<file path="src/rtl/idma_fifo_rr_sched_pkg.sv">
// Shared types and defaults for the iDMA read-path round-robin FIFO scheduler.
// Pure declarations: no logic, no latency, no flow control.
package idma_fifo_rr_sched_pkg;

  typedef enum logic [1:0] {
    ST_IDLE  = 2'd0,
    ST_BURST = 2'd1,
    ST_INIT  = 2'd2
  } state_e;

  localparam int unsigned IDMA_NUM_CH = 4;
  localparam int unsigned IDMA_DATA_W = 128;

  // Channel id width: ceil(log2(n)), never less than one bit.
  function automatic int unsigned ch_id_width(input int unsigned n);
    int unsigned w;
    w = 1;
    while ((32'd1 << w) < n) w++;
    return w;
  endfunction

endpackage

</file>
<file path="src/rtl/idma_rr_pick.sv">
// Combinational round-robin picker: first set req bit searching upward from last+1 with wrap.
// Zero latency; no flow control.
module idma_rr_pick
  import idma_fifo_rr_sched_pkg::*;
#(
  parameter int unsigned NUM_CH  = IDMA_NUM_CH,
  parameter int unsigned CH_ID_W = ch_id_width(NUM_CH)
) (
  input  logic [NUM_CH-1:0]  req,
  input  logic [CH_ID_W-1:0] last,
  output logic [CH_ID_W-1:0] gnt_id,
  output logic               gnt_vld
);

  always_comb begin
    int unsigned idx;
    idx     = 0;
    gnt_id  = '0;
    gnt_vld = 1'b0;
    for (int unsigned k = 1; k <= NUM_CH; k++) begin
      idx = (32'(last) + k) % NUM_CH;
      if (!gnt_vld && req[CH_ID_W'(idx)]) begin
        gnt_vld = 1'b1;
        gnt_id  = CH_ID_W'(idx);
      end
    end
  end

endmodule

</file>
<file path="src/rtl/idma_fifo_rr_sched.sv">
// Round-robin burst scheduler draining NUM_CH read FIFOs into one registered output slot.
// Pop-to-beat latency 1 cycle, one bubble per grant; pops only while the slot is free.
module idma_fifo_rr_sched
  import idma_fifo_rr_sched_pkg::*;
#(
  parameter int unsigned NUM_CH  = IDMA_NUM_CH,
  parameter int unsigned DATA_W  = IDMA_DATA_W,
  parameter int unsigned BL_W    = 6,
  parameter int unsigned CH_ID_W = ch_id_width(NUM_CH)
) (
  input  logic                     clk,
  input  logic                     rst,
  input  logic [BL_W-1:0]          cfg_burst_len,
  input  logic [NUM_CH-1:0]        ch_en,
  input  logic [NUM_CH-1:0]        ch_empty,
  input  logic [NUM_CH*DATA_W-1:0] ch_data,
  output logic [NUM_CH-1:0]        ch_pop,
  input  logic [NUM_CH-1:0]        ch_init_req,
  output logic [NUM_CH-1:0]        ch_fifo_init,
  output logic                     out_valid,
  output logic [DATA_W-1:0]        out_data,
  output logic [CH_ID_W-1:0]       out_ch_id,
  output logic                     out_last,
  input  logic                     out_ready,
  output logic                     busy
);

  localparam logic [NUM_CH-1:0] ONE_HOT0 = NUM_CH'(1);

  state_e              state_q;
  logic [CH_ID_W-1:0]  last_grant_q, grant_q;
  logic [BL_W-1:0]     blen_q, beat_cnt_q;
  logic [NUM_CH-1:0]   init_pend_q, init_pend_d;
  logic [NUM_CH-1:0]   ch_fifo_init_q;
  logic                out_valid_q, out_last_q;
  logic [DATA_W-1:0]   out_data_q;
  logic [CH_ID_W-1:0]  out_ch_id_q;

  logic [NUM_CH-1:0]   pick_req;
  logic [CH_ID_W-1:0]  pick_id, init_sel;
  logic                pick_vld;
  logic [DATA_W-1:0]   g_data;
  logic                slot_free, pop_go, last_beat;

  assign pick_req  = ch_en & ~ch_empty;
  assign slot_free = !out_valid_q || out_ready;
  assign pop_go    = (state_q == ST_BURST) && ch_en[grant_q] && !ch_empty[grant_q] && slot_free;
  assign last_beat = (beat_cnt_q == BL_W'(blen_q - 1'b1));

  idma_rr_pick #(
    .NUM_CH  (NUM_CH),
    .CH_ID_W (CH_ID_W)
  ) u_pick (
    .req     (pick_req),
    .last    (last_grant_q),
    .gnt_id  (pick_id),
    .gnt_vld (pick_vld)
  );

  always_comb begin
    g_data = '0;
    for (int i = 0; i < NUM_CH; i++) begin
      if (grant_q == CH_ID_W'(i)) g_data = ch_data[i*DATA_W +: DATA_W];
    end
  end

  always_comb begin
    init_sel = '0;
    for (int i = NUM_CH - 1; i >= 0; i--) begin
      if (init_pend_q[i]) init_sel = CH_ID_W'(i);
    end
  end

  always_comb begin
    ch_pop          = '0;
    ch_pop[grant_q] = pop_go;
  end

  // The strobe register doubles as the clear mask; a new request still wins.
  assign init_pend_d = (init_pend_q & ~ch_fifo_init_q) | ch_init_req;

  always_ff @(posedge clk) begin
    if (rst) begin
      state_q        <= ST_IDLE;
      last_grant_q   <= CH_ID_W'(NUM_CH - 1);
      grant_q        <= '0;
      blen_q         <= BL_W'(1);
      beat_cnt_q     <= '0;
      init_pend_q    <= '0;
      ch_fifo_init_q <= '0;
      out_valid_q    <= 1'b0;
      out_data_q     <= '0;
      out_ch_id_q    <= '0;
      out_last_q     <= 1'b0;
    end else begin
      init_pend_q    <= init_pend_d;
      ch_fifo_init_q <= '0;

      if (pop_go) begin
        out_valid_q <= 1'b1;
        out_data_q  <= g_data;
        out_ch_id_q <= grant_q;
        out_last_q  <= last_beat;
        beat_cnt_q  <= beat_cnt_q + 1'b1;
      end else if (out_ready) begin
        out_valid_q <= 1'b0;
      end

      case (state_q)
        ST_IDLE: begin
          if (|init_pend_q) begin
            ch_fifo_init_q <= ONE_HOT0 << init_sel;
            state_q        <= ST_INIT;
          end else if (pick_vld) begin
            grant_q      <= pick_id;
            last_grant_q <= pick_id;
            blen_q       <= (cfg_burst_len == '0) ? BL_W'(1) : cfg_burst_len;
            beat_cnt_q   <= '0;
            state_q      <= ST_BURST;
          end
        end
        ST_BURST: begin
          // Early end only once the slot could have taken a beat but the channel had none.
          if (pop_go ? last_beat : slot_free) state_q <= ST_IDLE;
        end
        ST_INIT: state_q <= ST_IDLE;
        default: state_q <= ST_IDLE;
      endcase
    end
  end

  assign ch_fifo_init = ch_fifo_init_q;
  assign out_valid    = out_valid_q;
  assign out_data     = out_data_q;
  assign out_ch_id    = out_ch_id_q;
  assign out_last     = out_last_q;
  assign busy         = (state_q != ST_IDLE) || out_valid_q;

endmodule

</file>
<file path="config.mk">
export PLATFORM = sky130hd
export DESIGN_NAME = idma_fifo_rr_sched
export DESIGN_NICKNAME = d
export VERILOG_FILES = /design/src/rtl/idma_fifo_rr_sched_pkg.sv /design/src/rtl/idma_rr_pick.sv /design/src/rtl/idma_fifo_rr_sched.sv
export SDC_FILE = /design/constraint.sdc
export NUM_CORES = 1
export LEC_CHECK = 0
export BUFFER_PORTS_ARGS = -buffer_cell sky130_fd_sc_hd__buf_2
export CAP_MARGIN = 40
export CELL_PAD_IN_SITES_DETAIL_PLACEMENT = 0
export CELL_PAD_IN_SITES_GLOBAL_PLACEMENT = 2
export CORE_AREA = 2 2 263 265
export CTS_CLUSTER_DIAMETER = 60
export DETAILED_ROUTE_END_ITERATION = 7
export DIE_AREA = 0 0 265 267
export PLACE_DENSITY = 0.57
export SETUP_SLACK_MARGIN = 0.02
export SLEW_MARGIN = 20
export SYNTH_ARGS = -nofsm -noshare
export SYNTH_HDL_FRONTEND = slang
export SYNTH_SLANG_ARGS = --single-unit
export TNS_END_PERCENT = 10
</file>
<file path="constraint.sdc">
create_clock -name clk -period 2.03 [get_ports clk]
set_input_delay 0.406 -clock clk [delete_from_list [all_inputs] [get_ports clk]]
set_output_delay 0.406 -clock clk [all_outputs]
set_load 0.02 [all_outputs]
</file>
==> flow_summary.toml <==
[layout]
syn_to_final_growth_pct = 65.9
multi_input_area_mm2 = 0.00556
seq_area_mm2 = 0.00318
fill_cells = 7619
drive_gt1_frac = 0.588
nets = 2188

[clock_tree]
cts_tree = "yes"
clkLatencyLatePin_ns = 0.49
numCtsBuffers = 17
h-tree-depth = 4
cts_sinks = 158
clockRootBuffer = "clkbuf_16"
hold_buffers = 0
cts_buffer_depth = 2
path_clk_slew_ns = 0.07

[yosys]
seq_area_frac_synth = 0.352
synth.ff_latch_count = 158
synth_edf_count = 0
async_reset_ff_frac = 0
syn_nets = 1489
syn-instance-count = 954
yosysWarnings = 0
synthAdderAreaFrac = 0.00279
synthSimpleGateAreaFrac = 0.141
synth_mux_area_frac = 0.264
synth_top_family_by_area = "multiplexers"
synth.avg_cell_area_um2 = 9.41
synthesis.area_mm2 = 0.00898
synth_cell_types = 44
synth_xor_area_frac = 0.0117
synth_top_flop_cell = "dfxtp_1"
synth_compound_area_frac = 0.181

[global_routing]
first_global_vias = 10900
grt_pass1_wl_mm = 69.4
grt_max_degree = 86
grt-ovfl-total = 0
grt_antenna_before_repair = 6
grt_usage = 0.135

[worst_setup_path]
cp-start-kind = "register"
worstReg2RegEnd = "out_data[86]"
end_kind = "output pin"
r2r_cells = 5
path_class = "reg -> out"
arrival_ns = 1.89
cp.required_ns = 1.62
critPathMaxFanout = 4
worstSetupStartpoint = "grant_q[1]"
r2r-start = "grant_q[1]"
endpoint = "ch_pop[1]"
r2r_slack_ns = 0.06

[drt]
routed-wl-met3_mm = 3.80
drc = 0
viasPerCell = 4.07
met1_length_mm = 19.1
drt_iter0_drc = 345
drt_pass1_iterations = 4
wl_mm = 49.0
avgRoutedWirePerCell_um = 19.2
maxUsedRoutingLayer = "met5"
wl_met2_mm = 25.0
postRouteAntennaNets = 0
vias = 10400

[placement]
dp_hpwl_mm = 39.3
dp_worst_setup_slack_ns = -0.401
port_buffers = 673
globalplace.congestion = 0.864

[sta]
tns_ns = -0.936
period_share = 1.13
hold_violations = 0
clock_skew_ns = 0.0201
setup_viol = 4
clock.fmax_ghz = 0.436
slew_headroom = 0.645
rsz0062_at_grt = "true"
worst_slack_ns = -0.266
finalCriticalPeriod_ns = 2.30
worst_pin_slew_ns = 0.533
slew_violations = 0

[floorplanning]
rows = 96
chipWidth_um = 265
start_util = 0.132
dieArea_mm2 = 0.0708
fp.dieH_um = 267
coreArea_mm2 = 0.0680
io_pins = 674

[power_and_ir_drop]
ir_drop_uv = 614
leakagePower_nw = 6.32
power_density_mw_per_mm2 = 556

[job]
drv_cap = 0

[worst_hold_path]
hold_start = "ch_init_req[2]"
holdCritPathClass = "in -> reg"

[run_status]
violations = "negative setup slack"
outcome = "complete, but fails checks"
layout make-up:
cell class	instances	share of cell area
Sequential cell	158	0.213
Clock buffer	22	0.0325
Inverter	9	0.00260
Antenna cell	1	0.000168
Timing Repair Buffer	769	0.296
Multi-Input combinational cell	698	0.373
Tap cell	882	0.0741
Clock inverter	10	0.00823
timing repair:
| item | CTS | global route |
|---|---|---|
| buffers inserted | 9 | 4 |
| setup endpoints to repair | 29 | 48 |
| pin swaps | 1 | 1 |
| hold endpoints to repair | 0 | 0 |
| gates resized for setup | 23 | 24 |
| gates cloned | 1 | 0 |
how the worst min path moves through the flow:
stage	slack, ns	depth (start not counted)	to
after floorplan	0.45	2	ch_fifo_init[0]
after global placement	0.44	2	out_data[0]
after detailed placement	0.44	2	out_data[105]
after CTS	0.09	3	init_pend_q[2]
after global routing	0.11	3	init_pend_q[3]
final	0.13	3	init_pend_q[2]
per-stage QoR:
step	hold slack, ns	std cells	total power, W	utilization	cell area, µm²
6_report	0.130	2549	0.00828	0.219	14900
2_1_floorplan	0.448	954	0.00397	-	9020
4_1_cts	0.0867	2544	0.00847	0.217	14700
3_3_place_gp	0.436	2502	0.00485	0.205	13900
5_1_grt	0.115	2549	0.00870	0.219	14900
3_5_place_dp	0.442	2502	0.00485	0.205	13900
sequential cells by signal, summed over array words and instances (netlist names):
register      count
beat_cnt_q        6
ch_fifo_init      4
out_last          1
init_pend_q       4
out_ch_id         2
out_data        128
grant_q           2
blen_q            6
out_valid         1
last_grant_q      2
state_q           2
cell usage in the layout (no fill, tap or decap), types with 3 or more instances in the layout:
| master | Yosys | layout |
|---|---|---|
| xnor2_1 | 5 | 5 |
| buf_6 | 3 | 12 |
| dfxtp_1 | 158 | 153 |
| xor2_1 | 7 | 7 |
| o211ai_1 | 4 | 4 |
| o22ai_1 | 21 | 21 |
| inv_6 | 0 | 4 |
| nand4_1 | 5 | 5 |
| inv_1 | 9 | 8 |
| a2111oi_4 | 0 | 5 |
| dfxtp_4 | 0 | 3 |
| mux2i_1 | 5 | 5 |
| and2_1 | 4 | 3 |
| nor2_1 | 63 | 62 |
| or3_1 | 3 | 3 |
| mux2_2 | 52 | 52 |
| a21oi_1 | 122 | 117 |
| nand2_1 | 198 | 195 |
| o21ai_0 | 34 | 33 |
| o221ai_1 | 31 | 31 |
| buf_4 | 2 | 70 |
| nand3_1 | 4 | 4 |
| a21oi_2 | 0 | 5 |
| nand2_2 | 1 | 3 |
| clkbuf_16 | 0 | 17 |
| a2111oi_2 | 21 | 16 |
| mux4_2 | 77 | 77 |
| buf_12 | 0 | 17 |
| nor3_1 | 5 | 4 |
| clkbuf_8 | 0 | 4 |
| buf_2 | 27 | 668 |
| nand2b_1 | 8 | 5 |
per-layer routing:
layer,vias up,GRT usage
li1,4915,-
met2,468,0.245
met5,-,0
met3,40,0.0420
met1,4940,0.146
met4,6,0.0479
kinds of logic after synthesis:
logic type | Yosys count
multiplexers | 134
adder cells (fa/ha/maj) | 2
buffers and inverters | 98
XOR/XNOR | 12
AO/OA/AOI/OAI | 244
flip-flops | 158
AND/OR/NAND/NOR | 306
report_power, final:
part           switching, W  internal, W
Combinational      0.000743     0.000871
Clock               0.00151      0.00196
Sequential        0.0000448      0.00315
critical path, stage by stage (launching register included):
cell,delay (ns)
dfxtp_4,0.37
mux4_2,0.53
buf_6,0.15
nand2_8,0.06
buf_12,0.12
nor3b_4,0.04
buf_6,0.14
Yosys cell counts (3+ instances only):
cell       count  area [µm²]
xnor2_1        5        43.8
buf_6          3        33.8
nor2b_1        5        31.3
inv_1          9        33.8
dfxtp_1      158        3160
xor2_1         7        61.3
o22ai_1       21         131
nand4_1        5        31.3
nor3_1         5        25.0
and2_1         4        25.0
or3_1          3        18.8
nand2b_1       8        50.1
buf_2         27         135
clkbuf_1      50         188
o211ai_1       4        30.0
a21oi_1      122         611
nor3b_1        4        30.0
nand3_1        4        20.0
o221ai_1      31         272
mux2_2        52         586
mux4_2        77        1730
mux2i_1        5        50.1
nand2_1      198         743
buf_1          7        26.3
o21ai_0       34         170
nor2_1        63         236
a2111oi_2     21         315
No activity file was read; power rests on OpenSTA's default activity.
